**src/rtl/dust16_core.sv**
```systemverilog
// dust16_core: 8-bit-bus, 16-bit-datapath accumulator CPU.
// A single byte-wide bus serves both instruction fetch and data traffic.
// Every bus output is registered. A cycle stalled by m_wait freezes all state.
module dust16_core (
  input  logic        clk,
  input  logic        rst,
  input  logic        m_wait,
  input  logic [7:0]  m_idata,
  output logic [7:0]  m_odata,
  output logic [15:0] m_addr,
  output logic        m_cs,
  output logic        m_we
);

  typedef enum logic [2:0] {
    ST_FETCH  = 3'd0,
    ST_IMM_LO = 3'd1,
    ST_IMM_HI = 3'd2,
    ST_MEM_LO = 3'd3,
    ST_MEM_HI = 3'd4,
    ST_EXEC   = 3'd5
  } state_t;

  // Architectural and control state
  state_t      state_r;
  logic [15:0] pc_r;
  logic [15:0] a_r;
  logic        c_r;
  logic [7:0]  ir_r;
  logic [7:0]  tmp_r;
  logic [15:0] regs_r [4];

  // Registered bus outputs
  logic [15:0] m_addr_r;
  logic [7:0]  m_odata_r;
  logic        m_cs_r;
  logic        m_we_r;

  // Next-state values
  state_t      state_nx_s;
  logic [15:0] pc_nx_s;
  logic [15:0] a_nx_s;
  logic        c_nx_s;
  logic [7:0]  ir_nx_s;
  logic [7:0]  tmp_nx_s;
  logic        reg_we_s;
  logic [1:0]  reg_sel_s;
  logic [15:0] reg_wdata_s;
  logic [15:0] addr_nx_s;
  logic [7:0]  odata_nx_s;
  logic        cs_nx_s;
  logic        we_nx_s;

  // Datapath helpers
  logic [15:0] rn_s;
  logic [15:0] fetch_rn_s;
  logic [15:0] imm16_s;
  logic [15:0] pc_inc_s;
  logic [16:0] add_s;
  logic        advance_s;

  assign rn_s       = regs_r[ir_r[1:0]];
  assign fetch_rn_s = regs_r[m_idata[1:0]];
  assign imm16_s    = {m_idata, tmp_r};
  assign pc_inc_s   = pc_r + 16'd1;
  assign add_s      = {1'b0, a_r} + {1'b0, rn_s};
  // A cycle without m_cs is internal and never stalls; a bus cycle waits for m_wait low.
  assign advance_s  = ~m_cs_r | ~m_wait;

  assign m_addr  = m_addr_r;
  assign m_odata = m_odata_r;
  assign m_cs    = m_cs_r;
  assign m_we    = m_we_r;

  // Next-state, datapath and next-bus-cycle decode for the instruction sequencer
  always_comb begin
    state_nx_s  = state_r;
    pc_nx_s     = pc_r;
    a_nx_s      = a_r;
    c_nx_s      = c_r;
    ir_nx_s     = ir_r;
    tmp_nx_s    = tmp_r;
    reg_we_s    = 1'b0;
    reg_sel_s   = ir_r[1:0];
    reg_wdata_s = a_r;
    addr_nx_s   = m_addr_r;
    odata_nx_s  = 8'h00;
    cs_nx_s     = 1'b0;
    we_nx_s     = 1'b0;
    case (state_r)
      ST_FETCH: begin
        cs_nx_s = 1'b1;
        if (!m_cs_r) begin
          // First cycle after reset: put the fetch on the bus
          addr_nx_s = pc_r;
        end else begin
          ir_nx_s = m_idata;
          pc_nx_s = pc_inc_s;
          case (m_idata[7:4])
            4'h0, 4'h1, 4'h7, 4'hC, 4'hD, 4'hE, 4'hF: begin
              state_nx_s = ST_IMM_LO;
              addr_nx_s  = pc_inc_s;
            end
            4'h2, 4'h3: begin
              state_nx_s = ST_MEM_LO;
              addr_nx_s  = fetch_rn_s;
            end
            4'h4, 4'h5: begin
              state_nx_s = ST_MEM_LO;
              addr_nx_s  = fetch_rn_s;
              we_nx_s    = 1'b1;
              odata_nx_s = a_r[7:0];
            end
            default: begin
              state_nx_s = ST_EXEC;
              cs_nx_s    = 1'b0;
            end
          endcase
        end
      end
      ST_IMM_LO: begin
        pc_nx_s   = pc_inc_s;
        tmp_nx_s  = m_idata;
        cs_nx_s   = 1'b1;
        addr_nx_s = pc_inc_s;
        if (ir_r[7:4] == 4'h0) begin
          a_nx_s     = {8'h00, m_idata};
          state_nx_s = ST_FETCH;
        end else begin
          state_nx_s = ST_IMM_HI;
        end
      end
      ST_IMM_HI: begin
        state_nx_s = ST_FETCH;
        cs_nx_s    = 1'b1;
        case (ir_r[7:4])
          4'h1: begin
            a_nx_s  = imm16_s;
            pc_nx_s = pc_inc_s;
          end
          4'h7: begin
            reg_we_s    = 1'b1;
            reg_wdata_s = pc_inc_s;
            pc_nx_s     = imm16_s;
          end
          4'hC, 4'hD: begin
            pc_nx_s = imm16_s;
          end
          4'hE: begin
            if (c_r) begin
              pc_nx_s = imm16_s;
            end else begin
              pc_nx_s = pc_inc_s;
            end
          end
          4'hF: begin
            if (a_r == 16'h0000) begin
              pc_nx_s = imm16_s;
            end else begin
              pc_nx_s = pc_inc_s;
            end
          end
          default: begin
            pc_nx_s = pc_inc_s;
          end
        endcase
        addr_nx_s = pc_nx_s;
      end
      ST_MEM_LO: begin
        tmp_nx_s = m_idata;
        cs_nx_s  = 1'b1;
        if (ir_r[4]) begin
          // Word access: second byte at the next address, wrapping at 64K
          state_nx_s = ST_MEM_HI;
          addr_nx_s  = m_addr_r + 16'd1;
          we_nx_s    = ir_r[6];
          odata_nx_s = ir_r[6] ? a_r[15:8] : 8'h00;
        end else begin
          state_nx_s = ST_FETCH;
          addr_nx_s  = pc_r;
          if (!ir_r[6]) begin
            a_nx_s = {8'h00, m_idata};
          end else begin
            a_nx_s = a_r;
          end
        end
      end
      ST_MEM_HI: begin
        state_nx_s = ST_FETCH;
        cs_nx_s    = 1'b1;
        addr_nx_s  = pc_r;
        if (!ir_r[6]) begin
          a_nx_s = {m_idata, tmp_r};
        end else begin
          a_nx_s = a_r;
        end
      end
      ST_EXEC: begin
        state_nx_s = ST_FETCH;
        cs_nx_s    = 1'b1;
        addr_nx_s  = pc_r;
        case (ir_r[7:2])
          6'b100001: a_nx_s = rn_s;
          6'b100010: {c_nx_s, a_nx_s} = add_s;
          6'b100011: begin
            a_nx_s = a_r - rn_s;
            c_nx_s = (a_r < rn_s);
          end
          6'b100100: a_nx_s = a_r & rn_s;
          6'b100101: a_nx_s = a_r | rn_s;
          6'b100110: a_nx_s = a_r ^ rn_s;
          6'b100111: begin
            a_nx_s = {c_r, a_r[15:1]};
            c_nx_s = a_r[0];
          end
          6'b101000: begin
            reg_we_s    = 1'b1;
            reg_wdata_s = a_r;
          end
          default: a_nx_s = a_r;
        endcase
      end
      default: begin
        state_nx_s = ST_FETCH;
        addr_nx_s  = 16'h0000;
      end
    endcase
  end

  // State and bus output registers; nothing moves while a bus cycle is stalled
  always_ff @(posedge clk) begin
    if (rst) begin
      state_r   <= ST_FETCH;
      pc_r      <= 16'h0000;
      a_r       <= 16'h0000;
      c_r       <= 1'b0;
      ir_r      <= 8'h00;
      tmp_r     <= 8'h00;
      regs_r[0] <= 16'h0000;
      regs_r[1] <= 16'h0000;
      regs_r[2] <= 16'h0000;
      regs_r[3] <= 16'h0000;
      m_addr_r  <= 16'h0000;
      m_odata_r <= 8'h00;
      m_cs_r    <= 1'b0;
      m_we_r    <= 1'b0;
    end else if (advance_s) begin
      state_r   <= state_nx_s;
      pc_r      <= pc_nx_s;
      a_r       <= a_nx_s;
      c_r       <= c_nx_s;
      ir_r      <= ir_nx_s;
      tmp_r     <= tmp_nx_s;
      m_addr_r  <= addr_nx_s;
      m_odata_r <= odata_nx_s;
      m_cs_r    <= cs_nx_s;
      m_we_r    <= we_nx_s;
      if (reg_we_s) begin
        regs_r[reg_sel_s] <= reg_wdata_s;
      end
    end
  end

endmodule

```
**config.mk**
```make
export PLATFORM = sky130hd
export DESIGN_NAME = dust16_core
export DESIGN_NICKNAME = d
export VERILOG_FILES = /design/src/rtl/dust16_core.sv
export SDC_FILE = /design/constraint.sdc
export NUM_CORES = 1
export LEC_CHECK = 0
export BUFFER_PORTS_ARGS = -buffer_cell sky130_fd_sc_hd__buf_2
export CAP_MARGIN = 5
export CORE_MARGIN = 8
export CORE_UTILIZATION = 55
export DETAILED_ROUTE_END_ITERATION = 8
export PLACE_DENSITY_LB_ADDON = 0.05
export SETUP_SLACK_MARGIN = 0.1
export SYNTH_ARGS = -nofsm -noshare
export SYNTH_HDL_FRONTEND = slang
export SYNTH_SLANG_ARGS = --single-unit
```
**constraint.sdc**
```tcl
create_clock -name clk -period 5.2 [get_ports clk]
set_input_delay 0.78 -clock clk [delete_from_list [all_inputs] [get_ports clk]]
set_output_delay 0.78 -clock clk [all_outputs]
set_load 0.05 [all_outputs]
```
==> results of run 1 <==
[registers in the layout, indices dropped and copies added (netlist names), named ones only]
| name | count |
|---|---|
| pc_r | 16 |
| m_we | 1 |
| state_r | 3 |
| m_cs | 1 |
| m_odata | 8 |
| regs_r | 64 |
| tmp_r | 8 |
| c_r | 1 |
| ir_r | 8 |
| m_addr | 16 |
| a_r | 16 |
[worst max-delay path by stage]
stage                         from       to  slack, ns  depth (start not counted)
final                     register  a_r[14]       1.02                         12
after detailed placement  register  a_r[14]       1.04                         12
after CTS                 register  a_r[14]       1.03                         12
after floorplan           register  a_r[15]       1.35                         14
after global routing      register  a_r[14]       0.70                         12
after global placement    register  a_r[14]       1.12                         12
[layout make-up]
| cell class | count | area [um^2] | area share [%] |
|---|---|---|---|
| Multi-Input combinational cell | 978 | 6610 | 56.1 |
| Sequential cell | 144 | 3520 | 30.0 |
| Timing Repair Buffer | 72 | 450 | 3.83 |
| Clock buffer | 17 | 425 | 3.62 |
| Tap cell | 265 | 332 | 2.82 |
| Inverter | 70 | 263 | 2.23 |
| Clock inverter | 15 | 163 | 1.38 |
| Antenna cell | 1 | 2.50 | 0.0213 |
[metrics by stage]
stage	instances	cell area (um^2)	hold slack [ns]	power [mW]	utilization (%)
after floorplan	1288	10800	0.462	1.81	-
after global placement	1529	11200	0.461	2.03	57.8
after detailed placement	1529	11200	0.470	2.03	57.8
after CTS	1561	11800	0.486	3.24	60.8
after global routing	1561	11800	0.511	3.37	60.8
final	1562	11800	0.484	3.26	60.8
[synth_stat cells, types with 4 or more instances]
library cell                count
sky130_fd_sc_hd__a211oi_1      28
sky130_fd_sc_hd__mux4_2        35
sky130_fd_sc_hd__nor2_2        11
sky130_fd_sc_hd__o221ai_1       5
sky130_fd_sc_hd__nand2_1      117
sky130_fd_sc_hd__nand4_1        7
sky130_fd_sc_hd__nand3_1       33
sky130_fd_sc_hd__o211ai_1      27
sky130_fd_sc_hd__inv_1         70
sky130_fd_sc_hd__and2_1         7
sky130_fd_sc_hd__clkbuf_1      74
sky130_fd_sc_hd__a31oi_1        9
sky130_fd_sc_hd__a21oi_1      121
sky130_fd_sc_hd__a21o_1         5
sky130_fd_sc_hd__a22oi_1       21
sky130_fd_sc_hd__nor3_1        27
sky130_fd_sc_hd__o22ai_1       10
sky130_fd_sc_hd__a22o_1         4
sky130_fd_sc_hd__mux2i_1       11
sky130_fd_sc_hd__nor2_1       166
sky130_fd_sc_hd__nor2b_1        8
sky130_fd_sc_hd__ha_1          55
sky130_fd_sc_hd__xor2_1        15
sky130_fd_sc_hd__buf_1          6
sky130_fd_sc_hd__nor4_1         5
sky130_fd_sc_hd__a222oi_1       7
sky130_fd_sc_hd__edfxtp_1      64
sky130_fd_sc_hd__nand2b_1      13
sky130_fd_sc_hd__o2111ai_1      4
sky130_fd_sc_hd__a221o_1        4
sky130_fd_sc_hd__and3_1        13
sky130_fd_sc_hd__o31ai_1        5
sky130_fd_sc_hd__xnor2_1       22
sky130_fd_sc_hd__buf_2         12
sky130_fd_sc_hd__nor3b_1        7
sky130_fd_sc_hd__a311oi_1      11
sky130_fd_sc_hd__a221oi_1      17
sky130_fd_sc_hd__dfxtp_1       80
sky130_fd_sc_hd__or3_1          6
sky130_fd_sc_hd__o21ai_0       78
sky130_fd_sc_hd__o21bai_1       7
[power groups by stage]
| stage | combinational [mW] | sequential, mW | clock, mW |
|---|---|---|---|
| global route | 0.775 | 1.32 | 1.27 |
| CTS | 0.701 | 1.31 | 1.23 |
| detailed placement | 0.698 | 1.33 | 0 |
| global placement | 0.696 | 1.33 | 0 |
| finish | 0.716 | 1.31 | 1.23 |
| floorplan | 0.501 | 1.31 | 0 |
[kinds of logic (layout without fill, tap and decap cells)]
| group | after synthesis | after routing |
|---|---|---|
| simple gates | 443 | 443 |
| compound gates | 395 | 395 |
| buf+inv | 166 | 174 |
| flops | 144 | 144 |
| fa+ha+maj | 57 | 57 |
| mux | 46 | 46 |
| xor+xnor | 37 | 37 |
| other cells | 0 | 1 |
[worst max-delay path, stage by stage (launching register included)]
cell                        delay (ns)
sky130_fd_sc_hd__dfxtp_1          0.80
sky130_fd_sc_hd__buf_4            0.28
sky130_fd_sc_hd__mux4_2           0.61
sky130_fd_sc_hd__inv_1            0.12
sky130_fd_sc_hd__ha_1             0.34
sky130_fd_sc_hd__nor3_1           0.16
sky130_fd_sc_hd__nand3_1          0.12
sky130_fd_sc_hd__a211oi_1         0.06
sky130_fd_sc_hd__a2111oi_0        0.80
sky130_fd_sc_hd__o31ai_1          0.21
sky130_fd_sc_hd__xnor2_1          0.17
sky130_fd_sc_hd__a221oi_1         0.25
sky130_fd_sc_hd__o22ai_1          0.10
[metal layers]
layer | track usage, % | routed length, um
met3 | 7.15 | 4430
met5 | 0 | 0
met2 | 44.9 | 16200
met1 | 43.2 | 15500
met4 | 12.6 | 1380
==> summary.txt, run 1 <==
TIMING
-----------------------------------------------------------------------------------------------------------------
Worst Tran Pin Value                                                                                      1.03 ns
Worst clock skew on the final layout                                                                    0.0127 ns
Final critical-path share of the clock period                                                               80.4%
Minimum clock period                                                                                      4.18 ns
Fmax                                                                                                      239 MHz
Final slew viol count                                                                                           0
Final hold violation count                                                                                      0
Worst slew margin                                                                                           31.2%
Final WS setup                                                                                            1.02 ns
Endpoints failing setup                                                                                         0
Total negative setup slack                                                                                   0 ns
RSZ-0062 raised after global routing                                                                           no

DETAILED ROUTING
-----------------------------------------------------------------------------------------------------------------
Average wire per standard cell                                                                            24.0 um
Detailed router's first-iteration violation count                                                           1,385
Detailed Route WL                                                                                       37,500 um
Number of detailed-routing iterations run before antenna repair                                                 8
Total DRC errors in the routed layout                                                                           0
Total number of vias                                                                                       10,482
Drt via density                                                                                              6.71
Antenna-violating nets left                                                                                     0

HOLD PATH
-----------------------------------------------------------------------------------------------------------------
Number of instances on the worst hold path                                                                      2
Worst hold-check path type                                                                             reg -> reg
Source of the worst hold timing path                                                                   m_odata[5]
Hold Path Sink                                                                                         m_odata[5]

LOGIC SYNTHESIS
-----------------------------------------------------------------------------------------------------------------
Nets in the synthesized netlist                                                                             1,356
Most area-consuming cells after synthesis                                                            sky130_fd_sc_hd__edfxtp_1, sky130_fd_sc_hd__dfxtp_1, sky130_fd_sc_hd__mux4_2
Part of the Yosys area used for sequential elements                                                         32.7%
Share of synthesized area spent on multiplexers                                                             8.33%
Simple-gate share of the synthesized area                                                                   19.2%
Number of register bits inferred by synthesis                                                                 144
Synth cell types                                                                                               76
Library cell occupying the most area in the post-synthesis netlist                                   sky130_fd_sc_hd__edfxtp_1
Post-synth design cell area                                                                           10,800 um^2
Fraction of registers with async set/reset                                                                     0%
Yosys warning total                                                                                             0
Post-Synthesis Cells                                                                                        1,288
Arithmetic-cell share of the synthesized area counting full adders, half adders and majority gates          6.76%
Xor-xnor portion of the synthesized cell area                                                               3.01%
Number of synthesized flops with an enable pin                                                                 64
Most frequently used flop master after synthesis                                                     sky130_fd_sc_hd__dfxtp_1
Yosys top cell area share                                                                                   17.8%
Post-synthesis area per instance                                                                        8.37 um^2
Fraction of the mapped netlist area in compound gates                                                       23.9%
Dominant combinational cell family by area after synthesis                                           compound AO/OA/AOI/OAI gates

SETUP PATH
-----------------------------------------------------------------------------------------------------------------
Data arrival time of the critical path                                                                    4.47 ns
Reg-to-reg slack, setup                                                                                   1.02 ns
Worst reg-to-reg path cell count                                                                               12
Crit path capture type                                                                                   register
Maximum fanout along the worst path                                                                            12
Data required, critical path                                                                              5.49 ns
Capturing point of the worst reg2reg path                                                                 a_r[14]
Worst Setup Start Kind                                                                                   register
Class of the most critical setup path                                                                  reg -> reg

CTS
-----------------------------------------------------------------------------------------------------------------
Number of hold buffers added after cts                                                                          0
Depth of the CTS H-tree                                                                                         4
Clock latency of the later-clocked register in the worst-skew pair                                        0.44 ns
Worst-case clock buffer depth                                                                                   2
Clock root buffer master                                                                             sky130_fd_sc_hd__clkbuf_16
Number of setup buffers added after CTS                                                                         0
Gates resized, CTS repair                                                                                       0
TritonCTS clock tree                                                                                          yes
Clock buffer count from CTS                                                                                    17
CTS Sinks                                                                                                     144
Clock-pin transition on the worst setup and hold timing paths                                             0.07 ns

FLOORPLANNING
-----------------------------------------------------------------------------------------------------------------
Full die area                                                                                         24,300 um^2
Effective utilization at floorplan                                                                          55.7%
Die W                                                                                                      156 um
Die span in y                                                                                              156 um
Area inside the core boundary                                                                         19,300 um^2
Top Ports                                                                                                      37
Number of standard-cell rows in the floorplan                                                                  51

FLOW RUN
-----------------------------------------------------------------------------------------------------------------
Max-cap violation count                                                                                         0

FINAL LAYOUT
-----------------------------------------------------------------------------------------------------------------
Highest-count cells in the layout ignoring fill and taps                                             sky130_fd_sc_hd__nor2_1, sky130_fd_sc_hd__a21oi_1, sky130_fd_sc_hd__nand2_1
Fraction of final layout cells with drive strength greater than 1                                           12.7%
Area growth syn-to-layout                                                                                   9.14%
Nets@finish                                                                                                 1,351
Commonest non-fill, non-tap cell in the layout                                                       sky130_fd_sc_hd__nor2_1
Number of filler cells placed in the layout                                                                 1,741

PLACEMENT
-----------------------------------------------------------------------------------------------------------------
Number of I/O port buffers                                                                                     36
Gpl congestion                                                                                              0.950
Detailed placement HPWL                                                                                 27,300 um
Pre-CTS WS                                                                                                1.04 ns

GLOBAL ROUTE
-----------------------------------------------------------------------------------------------------------------
Total overflow reported by the global router                                                                    0
Overall routing resource usage                                                                              30.8%
Global-route wire length before repair                                                                  57,200 um
Number of antenna violations at the first check in global routing                                               1
Number of global-route vias before repair                                                                   9,470
Maximum number of pins on one net before global-route repair                                                   85

POWER AND IR DROP
-----------------------------------------------------------------------------------------------------------------
Internal power                                                                                            2.12 mW
Reported net switching power                                                                              1.14 mW
Proportion of power drawn by the clock network                                                              37.7%
Switching Share                                                                                             35.0%
Static leakage power                                                                                      4.26 nW
Proportion of power drawn by flip-flops and latches                                                         40.3%
Maximum vdd ir drop                                                                                      0.273 mV
Power density cells                                                                                   277 nW/um^2
Share of total power in combinational logic                                                                 22.0%

RUN STATUS
-----------------------------------------------------------------------------------------------------------------
Status                                                                                                  completed

Note: power is estimated with default switching activity, not from simulation.
==> run 2: changes to the inputs <==
==> constraint.sdc (replaced) <==
create_clock -name clk -period 3.61 [get_ports clk]
set_input_delay 0.5415 -clock clk [delete_from_list [all_inputs] [get_ports clk]]
set_output_delay 0.5415 -clock clk [all_outputs]
set_load 0.05 [all_outputs]
==> summary.txt, run 2 (synthesis results as in run 1) <==
SETUP PATH
---------------------------------------------------------------------------------
Worst reg-to-reg path cell count                                               12   unchanged
Reg-to-reg slack, setup                                                   0.16 ns   -0.86 ns
Worst Setup Start Kind                                                   register
Data arrival time of the critical path                                    3.77 ns   -0.70 ns
Data required, critical path                                              3.93 ns   -1.56 ns
CP max stage delay                                                        0.54 ns   -0.26 ns
Largest delay contributor family on the critical path                compound AO/OA/AOI/OAI gates
Maximum fanout along the worst path                                             8   -4
Capturing point of the worst reg2reg path                                 a_r[15]
Crit path capture type                                                   register
Cells along the critical path                                        buf_12 -> mux4_2 -> inv_2 -> ha_4 -> and3_1 -> a221o_1 -> o41ai_4 -> o22ai_2 -> o41ai_2 -> mux2i_1 -> a211oi_1 -> o22ai_1
Class of the most critical setup path                                  reg -> reg
CP bufs+invs                                                                    2   unchanged
Slowest stage cell, crit path                                        sky130_fd_sc_hd__mux4_2

DETAILED ROUTING
---------------------------------------------------------------------------------
Drt via density                                                              6.67   -0.56%
Number of detailed-routing iterations run before antenna repair                 6   -2
Average wire per standard cell                                            24.0 um   about the same
Total number of vias                                                       10,690   +2.0%
Detailed Route WL                                                       38,500 um   +2.6%
Total DRC errors in the routed layout                                           0   unchanged
Antenna-violating nets left                                                     0   unchanged
Detailed router's first-iteration violation count                           1,291   -6.8%

GLOBAL ROUTE
---------------------------------------------------------------------------------
Maximum number of pins on one net before global-route repair                   54   -36%
Number of global-route vias before repair                                  10,045   +6.1%
Overall routing resource usage                                              31.5%   +0.70 points
Global-route wire length before repair                                  58,700 um   +2.5%
Number of antenna violations at the first check in global routing               1   unchanged
Total overflow reported by the global router                                    0   unchanged

PLACEMENT
---------------------------------------------------------------------------------
Gpl congestion                                                              0.973   +2.5%
Number of I/O port buffers                                                     36   unchanged
Standard cell area after detailed placement                           11,400 um^2   +2.3%
Detailed placement HPWL                                                 28,100 um   +3.0%

FINAL LAYOUT
---------------------------------------------------------------------------------
Largest register by flop count                                             regs_r
Nets@finish                                                                 1,392   +3.0%
Max FFs per register                                                           64   unchanged
Post-route standard cell area excluding fillers                       12,200 um^2   +3.8%
Ant diodes                                                                      0   -1
Highest-count cells in the layout ignoring fill and taps             sky130_fd_sc_hd__nor2_1, sky130_fd_sc_hd__a21oi_1, sky130_fd_sc_hd__nand2_1
Area growth syn-to-layout                                                   13.3%
Fraction of final layout cells with drive strength greater than 1           17.0%   +4.2 points
Commonest non-fill, non-tap cell in the layout                       sky130_fd_sc_hd__nor2_1

FLOORPLANNING
---------------------------------------------------------------------------------
Number of standard-cell rows in the floorplan                                  51   unchanged
Top Ports                                                                      37   unchanged
Effective utilization at floorplan                                          55.7%   unchanged
Die W                                                                      156 um   unchanged
Die span in y                                                              156 um   unchanged
Area inside the core boundary                                         19,300 um^2   unchanged
Full die area                                                         24,300 um^2   unchanged

CTS
---------------------------------------------------------------------------------
Clock-pin transition on the worst setup and hold timing paths             0.07 ns   about the same
Worst-case clock buffer depth                                                   2   unchanged
Clock buffer count from CTS                                                    17   unchanged
Clock latency of the later-clocked register in the worst-skew pair        0.45 ns   about the same
Clock root buffer master                                             sky130_fd_sc_hd__clkbuf_16
Depth of the CTS H-tree                                                         4   unchanged
CTS Sinks                                                                     144   unchanged
TritonCTS clock tree                                                          yes
Number of hold buffers added after cts                                          0   unchanged

TIMING
---------------------------------------------------------------------------------
Minimum clock period                                                      3.45 ns   -0.732 ns
Fmax                                                                      290 MHz   +21%
Final hold violation count                                                      0   unchanged
Worst Tran Pin Value                                                     0.927 ns   -0.101 ns
RSZ-0062 raised after global routing                                          yes
Worst clock skew on the final layout                                    0.0187 ns   +0.00605 ns
Endpoints failing setup                                                         0   unchanged
Worst slack on hold paths                                                0.449 ns   -0.0350 ns
Worst slew margin                                                           37.9%   +6.7 points
Final critical-path share of the clock period                               95.6%   +15 points
Final slew viol count                                                           0   unchanged

HOLD PATH
---------------------------------------------------------------------------------
Number of instances on the worst hold path                                      3   +1
Source of the worst hold timing path                                   m_idata[3]
Hold Path Sink                                                            ir_r[3]
Worst hold-check path type                                              in -> reg

POWER AND IR DROP
---------------------------------------------------------------------------------
Maximum vdd ir drop                                                      0.462 mV   +69%
Power, Total                                                              4.84 mW   +49%
Static leakage power                                                      4.49 nW   +5.3%
Power density cells                                                   397 nW/um^2   +43%

FLOW RUN
---------------------------------------------------------------------------------
Max-cap violation count                                                         0   unchanged

RUN STATUS
---------------------------------------------------------------------------------
Status                                                                  completed

-- run 2: cell count changes in the layout (fill, tap and decap cells not counted), moves of 2 or more --
cell	delta
sky130_fd_sc_hd__buf_4	+40
sky130_fd_sc_hd__ha_1	-6
sky130_fd_sc_hd__ha_4	+4
sky130_fd_sc_hd__inv_1	-4
sky130_fd_sc_hd__inv_2	+4
sky130_fd_sc_hd__a21oi_1	-2
sky130_fd_sc_hd__a21oi_2	+2
sky130_fd_sc_hd__ha_2	+2
sky130_fd_sc_hd__inv_6	+2
sky130_fd_sc_hd__inv_8	-2
-- run 2: metal layers --
layer  GRT usage [%]  part of all wire [%]  up-vias
li1                -                     -     4814
met1            41.0                    39     5128
met2            47.2                    44      627
met3            8.67                    12      119
met4            16.0                   4.6        2
met5               0                 0.026        -
-- run 2: how the worst max path moves through the flow --
| stage | startpoint | end | cells after the start |
|---|---|---|---|
| final | register | a_r[15] | 12 |
| after global routing | register | a_r[13] | 14 |
| after CTS | register | a_r[13] | 12 |
| after detailed placement | register | a_r[14] | 12 |
| after global placement | register | a_r[14] | 12 |
| after floorplan | register | a_r[15] | 14 |
-- run 2: repair_timing --
| item | in CTS | in global routing |
|---|---|---|
| resized for setup | 3 | 25 |
| setup endpoints to repair | 4 | 6 |
| pin swaps | 2 | 16 |
| buffers inserted | 0 | 10 |
-- run 2: worst min-delay path: cells and delay by family --
family	cells	cell delay [ns]
and+or+nand+nor	1	0.07
buffers and inverters	1	0.17
AOI/OAI and AO/OA	1	0.05
-- run 2: through the flow --
stage | TNS (ns) | worst slack [ns] | utilization [%] | cells
finish | 0 | 0.160 | 63.2 | 1602
global route | 0 | 0.0379 | 63.2 | 1602
CTS | 0 | 0.102 | 62.1 | 1592
detailed placement | -0.0231 | -0.0231 | 59.1 | 1560
global placement | 0 | 0.0200 | 59.1 | 1560
floorplan | 0 | 0.150 | - | 1288
-- run 2: report_power, final --
part / switching (mW) / internal, mW
sequential: 0.107 / 1.77
clock: 0.854 / 0.921
combinational: 0.748 / 0.450
total: 1.71 / 3.14
-- run 2: cell type report --
type / count / area, um^2
inverter: 70 / 263
timing repair buffer: 113 / 771
tap: 265 / 332
fill: 1730 / 7120
clock inverter: 14 / 141
clock buffer: 18 / 429
sequential: 144 / 3530
multi-input combinational: 978 / 6750
==> run 3: changes to the inputs <==
--- a/config.mk
+++ b/config.mk
@@ -5,7 +5,7 @@
 export SDC_FILE = /design/constraint.sdc
 export NUM_CORES = 1
 export LEC_CHECK = 0
-export BUFFER_PORTS_ARGS = -buffer_cell sky130_fd_sc_hd__buf_2
+export BUFFER_PORTS_ARGS = -buffer_cell sky130_fd_sc_hd__buf_4
 export CAP_MARGIN = 5
 export CORE_MARGIN = 8
 export CORE_UTILIZATION = 55
==> summary.txt, run 3 (synthesis results as in run 1) <==
RUN STATUS
-----------------------------------------------------------------------------------
Status                                                                    completed

PLACEMENT
-----------------------------------------------------------------------------------
Number of I/O port buffers                                                       36   unchanged
Gpl congestion                                                                0.987   +1.4%
Placed insts                                                                  1,562   +0.13%
Detailed placement HPWL                                                   28,300 um   +0.72%

POWER AND IR DROP
-----------------------------------------------------------------------------------
Static leakage power                                                        4.53 nW   +0.89%
Power density cells                                                     395 nW/um^2   -0.57%
Maximum vdd ir drop                                                        0.366 mV   -21%

FINAL LAYOUT
-----------------------------------------------------------------------------------
Commonest non-fill, non-tap cell in the layout                         sky130_fd_sc_hd__nor2_1
Number of filler cells placed in the layout                                   1,749   +1.1%
Fin util                                                                      63.9%   +0.76 points
Highest-count cells in the layout ignoring fill and taps               sky130_fd_sc_hd__nor2_1, sky130_fd_sc_hd__a21oi_1, sky130_fd_sc_hd__nand2_1
Ant diodes                                                                        0   unchanged
Nets@finish                                                                   1,396   +0.29%
Area growth syn-to-layout                                                     14.6%
Count of placed standard cells in the final layout, fillers left out          1,606   +0.25%
Fraction of final layout cells with drive strength greater than 1             17.3%   +0.32 points
Largest register by flop count                                               regs_r
Max FFs per register                                                             64   unchanged

CTS
-----------------------------------------------------------------------------------
CTS Sinks                                                                       144   unchanged
Number of hold buffers added after cts                                            0   unchanged
Clock root buffer master                                               sky130_fd_sc_hd__clkbuf_16
Clock buffer count from CTS                                                      17   unchanged
Clock latency of the later-clocked register in the worst-skew pair          0.45 ns   about the same
TritonCTS clock tree                                                            yes
Depth of the CTS H-tree                                                           4   unchanged
Clock-pin transition on the worst setup and hold timing paths               0.07 ns   about the same
Worst-case clock buffer depth                                                     2   unchanged

TIMING
-----------------------------------------------------------------------------------
Fmax                                                                        291 MHz   +0.42%
Final critical-path share of the clock period                                 95.2%   -0.40 points
Worst slew margin                                                             34.8%   -3.2 points
Endpoints failing setup                                                           0   unchanged
Final hold violation count                                                        0   unchanged
Worst slack on hold paths                                                  0.429 ns   -0.0193 ns
RSZ-0062 raised after global routing                                             no
Worst clock skew on the final layout                                      0.0181 ns   -0.000687 ns
Minimum clock period                                                        3.44 ns   -0.0145 ns
Worst Tran Pin Value                                                       0.974 ns   +0.0467 ns
Total negative setup slack                                                     0 ns   unchanged
Final slew viol count                                                             0   unchanged

DETAILED ROUTING
-----------------------------------------------------------------------------------
Total number of vias                                                         10,751   +0.57%
Average wire per standard cell                                              24.4 um   +1.8%
Detailed router's first-iteration violation count                             1,154   -11%
Detailed Route WL                                                         39,300 um   +2.0%
Drt via density                                                                6.69   +0.32%
Antenna-violating nets left                                                       0   unchanged
Total DRC errors in the routed layout                                             0   unchanged
Number of detailed-routing iterations run before antenna repair                   6   unchanged

GLOBAL ROUTE
-----------------------------------------------------------------------------------
Global-route wire length before repair                                    60,500 um   +3.1%
Maximum number of pins on one net before global-route repair                     62   +15%
Number of global-route vias before repair                                    10,136   +0.91%
Overall routing resource usage                                                32.5%   +0.95 points
Total overflow reported by the global router                                      0   unchanged
Number of antenna violations at the first check in global routing                 1   unchanged

HOLD PATH
-----------------------------------------------------------------------------------
Worst hold-check path type                                                in -> reg
Source of the worst hold timing path                                     m_idata[7]

SETUP PATH
-----------------------------------------------------------------------------------
Data required, critical path                                                3.93 ns   about the same
Worst Setup Start Kind                                                     register
Reg-to-reg slack, setup                                                     0.17 ns   about the same
Maximum fanout along the worst path                                               9   +1
Crit path capture type                                                     register
Class of the most critical setup path                                    reg -> reg
Data arrival time of the critical path                                      3.75 ns   -0.02 ns

FLOORPLANNING
-----------------------------------------------------------------------------------
Die W                                                                        156 um   unchanged
Number of standard-cell rows in the floorplan                                    51   unchanged
Top Ports                                                                        37   unchanged
Effective utilization at floorplan                                            55.7%   unchanged
Full die area                                                           24,300 um^2   unchanged
Area inside the core boundary                                           19,300 um^2   unchanged
Die span in y                                                                156 um   unchanged

FLOW RUN
-----------------------------------------------------------------------------------
Max-cap violation count                                                           0   unchanged

-- run 3: path summary, 6_finish.rpt --
check,cells past startpoint,end
max reg2reg,11,a_r[15]
min,3,ir_r[7]
min reg2reg,2,m_odata[1]
max,11,a_r[15]
-- run 3: through the flow --
step           total power, mW  instance area (um^2)  setup WS [ns]
2_1_floorplan             2.61                 10800          0.150
6_report                  4.88                 12400          0.174
3_3_place_gp              3.01                 11500         0.0619
4_1_cts                   4.79                 12200          0.114
3_5_place_dp              3.01                 11500        0.00706
5_1_grt                   5.03                 12400         0.0809
-- run 3: timing repair --
item / 4_1_cts / 5_1_grt
setup endpoints to repair: 3 / 8
pin swaps: 1 / 11
gates cloned: 0 / 0
resized for setup: 8 / 22
buffers inserted: 1 / 11
-- run 3: power by group --
group | switching (mW) | internal (mW) | leakage (nW)
Combinational | 0.781 | 0.461 | 2.94
Clock | 0.831 | 0.947 | 0.276
Sequential | 0.0908 | 1.77 | 1.31
-- run 3: layer usage --
layer  share of wire, %  vias to the layer above  wire length [um]  GRT usage, %
met4                3.1                        2              1230          12.5
met1                 42                     5223             16500          45.1
met2                 44                      634             17300          48.4
li1                   -                     4812                 -             -
met5              0.025                        -                10             0
met3                 11                       80              4280          7.15
-- run 3: layout make-up --
class                   count  area, um^2  share of cell area (%)
clock buffers              19         454                    3.68
multi-input cells         978        6760                    54.7
well taps                 265         332                    2.68
inverters                  70         263                    2.13
clock inverters            13         116                   0.942
repair buffers            117         907                    7.34
flip-flops and latches    144        3520                    28.5
-- run 3: worst max-delay path: stages (launching register included) --
cell and delay [ns]:
sky130_fd_sc_hd__dfxtp_2 0.35, sky130_fd_sc_hd__buf_12 0.14, sky130_fd_sc_hd__mux4_2 0.53, sky130_fd_sc_hd__ha_1 0.32, sky130_fd_sc_hd__a21o_1 0.19, sky130_fd_sc_hd__a221o_1 0.39, sky130_fd_sc_hd__o41ai_4 0.44, sky130_fd_sc_hd__o22ai_4 0.17
sky130_fd_sc_hd__o41ai_2 0.34, sky130_fd_sc_hd__mux2i_1 0.12, sky130_fd_sc_hd__a211oi_1 0.20, sky130_fd_sc_hd__o22ai_1 0.12
